--- src/rtl/mem_master_pkg.sv ---
// mem_master_pkg: shared definitions for the mem_master block.
//   - state_t: FSM encoding (IDLE, REQ, REL, RSP)
//   - DEF_WORD_SIZE / DEF_ADDR_SIZE / DEF_TIMEOUT_CYCLES: parameter defaults
package mem_master_pkg;

    localparam int DEF_WORD_SIZE      = 32;
    localparam int DEF_ADDR_SIZE      = 64;
    localparam int DEF_TIMEOUT_CYCLES = 255;

    typedef enum logic [1:0] {
        ST_IDLE = 2'd0,  // waiting for a client request
        ST_REQ  = 2'd1,  // mem_txs=1, waiting for mem_txe=1
        ST_REL  = 2'd2,  // mem_txs=0, waiting for mem_txe=0
        ST_RSP  = 2'd3   // rsp_valid=1, waiting for rsp_ready
    } state_t;

endpackage

--- src/rtl/mem_master_watchdog.sv ---
// mem_master_watchdog: cycle counter that bounds how long the master waits on
// one phase of the memory handshake.
// Ports:
//   clk, rst  - clock, asynchronous active-high reset
//   clear     - zero the count (wins over enable)
//   enable    - count one cycle
//   expired   - high in the LIMIT-th enabled cycle since the last clear
module mem_master_watchdog #(
    parameter int unsigned LIMIT = 255
) (
    input  logic clk,
    input  logic rst,
    input  logic clear,
    input  logic enable,
    output logic expired
);

    localparam int CW = $clog2(LIMIT + 1);

    logic [CW-1:0] count;

    always_ff @(posedge clk or posedge rst) begin
        if (rst) begin
            count <= '0;
        end else if (clear) begin
            count <= '0;
        end else if (enable) begin
            count <= count + 1'b1;
        end
    end

    // The count reads k-1 during the k-th enabled cycle, so the phase lasts
    // exactly LIMIT cycles before it is forced to end.
    assign expired = enable && (count == CW'(LIMIT - 1));

endmodule

--- src/rtl/mem_master.sv ---
// mem_master: client request/response front end that drives a memory
// responder through a four-phase handshake (mem_txs up, mem_txe up,
// mem_txs down, mem_txe down).
// Configuration macro: MEM_MASTER_TIMEOUT_EN adds a watchdog that ends a
// stalled REQ or REL phase after TIMEOUT_CYCLES cycles with an error.
// Ports:
//   clk, rst                      - clock, asynchronous active-high reset
//   req_valid/req_ready           - client request handshake
//   req_write, req_addr, req_wdata- request command
//   rsp_valid/rsp_ready           - client response handshake
//   rsp_rdata, rsp_err, rsp_timeout - response payload
//   mem_read, mem_write, mem_addr, mem_value - command to the responder
//   mem_txs (out) / mem_txe (in)  - four-phase handshake lines
//   mem_out, mem_err              - responder data and error
//   dbg_state                     - current FSM state
//
// Handshake semantics: a request transfers on a rising edge where
// req_valid && req_ready; a response transfers on a rising edge where
// rsp_valid && rsp_ready. Once raised, rsp_valid and its payload hold
// steady until the transfer; req_valid is never required to wait on
// req_ready and req_ready never depends on req_valid.
module mem_master
    import mem_master_pkg::*;
#(
    parameter int WORD_SIZE      = DEF_WORD_SIZE,
    parameter int ADDR_SIZE      = DEF_ADDR_SIZE,
    parameter int TIMEOUT_CYCLES = DEF_TIMEOUT_CYCLES
) (
    input  logic                 clk,
    input  logic                 rst,
    input  logic                 req_valid,
    output logic                 req_ready,
    input  logic                 req_write,
    input  logic [ADDR_SIZE-1:0] req_addr,
    input  logic [WORD_SIZE-1:0] req_wdata,
    output logic                 rsp_valid,
    input  logic                 rsp_ready,
    output logic [WORD_SIZE-1:0] rsp_rdata,
    output logic                 rsp_err,
    output logic                 rsp_timeout,
    output logic                 mem_read,
    output logic                 mem_write,
    output logic [ADDR_SIZE-1:0] mem_addr,
    output logic [WORD_SIZE-1:0] mem_value,
    output logic                 mem_txs,
    input  logic                 mem_txe,
    input  logic [WORD_SIZE-1:0] mem_out,
    input  logic                 mem_err,
    output state_t               dbg_state
);

    state_t state;
    logic   wd_expired;

`ifdef MEM_MASTER_TIMEOUT_EN
    logic wd_clear;
    logic wd_enable;

    // Held clear in IDLE and on the REQ->REL step so each phase starts at 0.
    assign wd_clear  = (state == ST_IDLE) ||
                       ((state == ST_REQ) && (mem_txe || wd_expired));
    assign wd_enable = (state == ST_REQ) || (state == ST_REL);

    mem_master_watchdog #(
        .LIMIT (TIMEOUT_CYCLES)
    ) u_watchdog (
        .clk     (clk),
        .rst     (rst),
        .clear   (wd_clear),
        .enable  (wd_enable),
        .expired (wd_expired)
    );
`else
    // Without the watchdog the handshake phases wait forever; the timeout
    // limit is meaningless in this build.
    logic unused_timeout_cfg;
    assign unused_timeout_cfg = (TIMEOUT_CYCLES != 0);
    assign wd_expired         = 1'b0;
`endif

    // A responder still holding mem_txe high (e.g. after a reset that
    // abandoned a transaction) must release it before a new mem_txs.
    assign req_ready = (state == ST_IDLE) && !mem_txe;
    assign dbg_state = state;

    always_ff @(posedge clk or posedge rst) begin
        if (rst) begin
            state       <= ST_IDLE;
            mem_txs     <= 1'b0;
            mem_read    <= 1'b0;
            mem_write   <= 1'b0;
            mem_addr    <= '0;
            mem_value   <= '0;
            rsp_valid   <= 1'b0;
            rsp_rdata   <= '0;
            rsp_err     <= 1'b0;
            rsp_timeout <= 1'b0;
        end else begin
            case (state)
                ST_IDLE: begin
                    if (req_valid && req_ready) begin
                        mem_read    <= ~req_write;
                        mem_write   <= req_write;
                        mem_addr    <= req_addr;
                        mem_value   <= req_wdata;
                        mem_txs     <= 1'b1;
                        rsp_rdata   <= '0;
                        rsp_err     <= 1'b0;
                        rsp_timeout <= 1'b0;
                        state       <= ST_REQ;
                    end
                end
                ST_REQ: begin
                    if (mem_txe) begin
                        // Writes return no data.
                        rsp_rdata <= mem_read ? mem_out : '0;
                        rsp_err   <= mem_err;
                        mem_txs   <= 1'b0;
                        state     <= ST_REL;
                    end else if (wd_expired) begin
                        rsp_rdata   <= '0;
                        rsp_err     <= 1'b1;
                        rsp_timeout <= 1'b1;
                        mem_txs     <= 1'b0;
                        state       <= ST_REL;
                    end
                end
                ST_REL: begin
                    if (!mem_txe || wd_expired) begin
                        if (mem_txe) begin
                            rsp_err     <= 1'b1;
                            rsp_timeout <= 1'b1;
                        end
                        mem_read  <= 1'b0;
                        mem_write <= 1'b0;
                        rsp_valid <= 1'b1;
                        state     <= ST_RSP;
                    end
                end
                ST_RSP: begin
                    if (rsp_ready) begin
                        rsp_valid <= 1'b0;
                        state     <= ST_IDLE;
                    end
                end
                default: state <= ST_IDLE;
            endcase
        end
    end

endmodule

--- config.mk ---
export PLATFORM = sky130hd
export DESIGN_NAME = mem_master
export DESIGN_NICKNAME = d
export VERILOG_FILES = /design/src/rtl/mem_master_pkg.sv /design/src/rtl/mem_master_watchdog.sv /design/src/rtl/mem_master.sv
export SDC_FILE = /design/constraint.sdc
export NUM_CORES = 1
export LEC_CHECK = 0
export CORE_MARGIN = 3
export CORE_UTILIZATION = 52
export DETAILED_ROUTE_END_ITERATION = 10
export DONT_BUFFER_PORTS = 1
export PLACE_DENSITY = 0.75
export SLEW_MARGIN = 10
export SYNTH_ARGS = -nofsm -noshare
export SYNTH_HDL_FRONTEND = slang
export SYNTH_SLANG_ARGS = --single-unit
export TNS_END_PERCENT = 20
--- constraint.sdc ---
create_clock -name clk -period 4.55 [get_ports clk]
set_input_delay 0.455 -clock clk [delete_from_list [all_inputs] [get_ports clk]]
set_output_delay 0.455 -clock clk [all_outputs]
set_load 0.02 [all_outputs]
==> metrics.md <==
| Metric | Value |
|---|---|
| Syn. warnings | `0` |
| Minimum clock period after layout | `2.93 ns` |
| Core area | `10000 um2` |
| ANT cells | `0` |
| # port buffers | `0` |
| Final TNS setup | `0 ns` |
| Area share of the leading cell type in the synthesized netlist | `0.620` |
| Run status | `complete, no violations` |
| Min-Delay Endpoint | `mem_value[27]` |
| First-pass iteration count of the detailed router | `4` |
| Clock sinks | `135` |
| HP Class | `primary input to flip-flop` |
| Routed len/inst | `22.4 um` |
| Most numerous cell on the critical path | `buf_4` |
| Initial Utilization | `0.545` |
| Clk slew on worst S/H paths | `0.06 ns` |
| Reg2reg path depth | `6` |
| WL final | `12.0 mm` |
| Syn_nets | `535` |
| Final setup viols | `0` |
| Final slew viol count | `0` |
| CTS tree | `built` |
| Critical path required time | `4.93 ns` |
| Avg Inst Size Synth | `13.8 um2` |
| Post-synth top flop | `dfrtp_1` |
| Sequential share of the synthesized area | `0.620` |
| Die height | `108 um` |
| Startpoint class of the critical path | `flip-flop` |
| Clk_lat worst skew | `0.51 ns` |
| Worst R2R Start | `dbg_state[0]` |
| Cell area after synthesis | `5450 um2` |
| Die area | `11700 um2` |
| Fmax | `0.341 GHz` |
| Clock Path Buffers | `2` |
| Leakage power | `0.00276 uW` |
| Buffers plus inverters on the worst setup path | `3` |
| CTS Buf Count | `17` |
| Die span in x | `108 um` |
| Highest net fanout along the worst path | `69` |
| EDFF count, synth | `0` |
| Hold path start | `req_wdata[27]` |
| Hold Path Cell Cnt | `1` |
| I/O pin cnt | `272` |
| Synth unique cells | `28` |
| Area after detailed placement | `5510 um2` |
| Routability congestion estimate | `0.751` |
| Relative slew slack | `0.313` |
| FFs w/ async S/R, synth | `1.00` |
| Final ANT Viol Nets | `0` |
| RR Endpoint | `mem_value[31]` |
| Via count | `3111` |
| Post-CTS setup buffers | `0` |
| Hold Slack | `0.0934 ns` |
| CTS resizes | `0` |
| Crit-path cells | `inv_1 -> ha_1 -> nand3b_1 -> buf_4 -> buf_4 -> mux2_2` |
| Flop-to-flop setup slack | `1.62 ns` |
| Grt total ovfl | `0` |
| Peak supply drop | `404 uV` |
| Post-route cell area | `6120 um2` |
| RSZ-0062 raised after global routing | `no` |
| Nets | `532` |
| Most common cell after layout, fill and taps aside | `dfrtp_1` |
| Initial drt markers | `233` |
| Remaining DRCs | `0` |
| Global-route wire length before repair | `18.1 mm` |
| Final period util | `0.644` |
| Worst Path Class, Setup | `flip-flop to flip-flop` |
| Final Util | `0.612` |
| Layout fillers | `778` |
| Clk root buf | `clkbuf_8` |
| Final hold vios | `0` |
| DP HPWL | `8.57 mm` |
| Vias in the first global route | `3183` |
| Yosys top cell by area | `dfrtp_1` |
| FP Rows | `36` |
| Crit-path leading delay family | `buffers and inverters` |
| CP Data Arrival Time | `3.31 ns` |
| Nature of the critical path endpoint | `flip-flop` |
| MaxCap Viol Count | `0` |
| H-tree levels | `4` |
| Worst Skew | `0.00942 ns` |
| Largest net degree at the start of global routing | `84` |
| Total Routing Usage GR | `0.204` |
| Antenna violations before repair | `0` |
| Commonest cells after routing, fill and taps aside | `134 x dfrtp_1, 80 x mux2_2, 40 x inv_1, 32 x nand4_1, 32 x o21ai_0` |
| Flops & latches, synth | `135` |
| Layout area overhead | `12.3%` |
| Synth area leaders | `dfrtp_1 62%, mux2_2 17%, mux2_4 5.0%` |
| Vias per inst | `5.78` |
| Crit path largest cell delay | `0.72 ns` |
| Power per cell area | `872 nW/um2` |
| Slew @ Worst Pin | `1.03 ns` |
| Mapped Cells | `395` |
| Fraction of layout cells with a size suffix above 1 | `0.343` |
| Max stage delay cell, worst path | `buf_4` |
synthesized netlist by cell type (3+ instances only):
library cell / n
a22o_1: 3
buf_2: 8
buf_4: 3
clkbuf_1: 12
dfrtp_1: 135
ha_1: 5
inv_1: 41
mux2_2: 80
mux2_4: 18
nand4_1: 32
o21ai_0: 32
sequential cells by signal, summed over array words and instances (netlist names):
signal     cells
mem_txs        1
dbg_state      2
rsp_err        1
mem_addr      64
mem_write      1
mem_read       1
rsp_rdata     32
mem_value     32
rsp_valid      1
logic make-up after synthesis:
kind of cell | synth area share
flops | 0.620
mux | 0.217
buf+inv | 0.0563
compound gates | 0.0489
simple gates | 0.0457
fa+ha+maj | 0.0115
other cells | 0.000688
area by class of cell:
cell class | instances | area (um2) | share of cell area
flip-flops and latches | 135 | 3380 | 0.552
multi-input cells | 191 | 1770 | 0.289
clock buffers | 19 | 432 | 0.0706
well taps | 133 | 166 | 0.0272
clock inverters | 13 | 169 | 0.0276
repair buffers | 6 | 47.5 | 0.00777
inverters | 41 | 159 | 0.0260
worst max path at each step:
stage | endpoint | slack (ns) | cells after the start | startpoint
floorplan | dbg_state[0] | 0.48 | 1 | rst
global placement | mem_addr[58] | 1.71 | 6 | dbg_state[0]
detailed placement | mem_value[9] | 1.63 | 6 | dbg_state[0]
CTS | mem_value[31] | 1.60 | 6 | dbg_state[0]
global route | mem_addr[61] | 1.43 | 6 | dbg_state[1]
finish | mem_value[31] | 1.62 | 6 | dbg_state[0]
through the flow:
stage,instances,power [uW],setup slack [ns]
finish,538,5340,1.62
global route,538,5620,1.43
CTS,538,5400,1.60
detailed placement,505,4000,1.63
global placement,505,3920,1.71
floorplan,395,3680,0.484
power breakdown:
part / internal, uW / leakage, uW / switching (uW)
clock: 857 / 0.000282 / 521
combinational: 545 / 0.000803 / 419
sequential: 1780 / 0.00167 / 1220
total: 3180 / 0.00276 / 2160
routing by layer:
metal | vias to the layer above | global-route usage | share of wire
met5 | - | 0 | 0
met4 | 0 | 0.0622 | 0.014
met3 | 13 | 0.0890 | 0.094
met2 | 161 | 0.347 | 0.53
met1 | 1579 | 0.234 | 0.36
li1 | 1358 | - | -
timing repair:
action / CTS / global route
hold buffers: 1 / 0
hold endpoints to repair: 82 / 0
endpoints found under the setup margin: 0 / 0
Power figures use the tool's default switching activity.
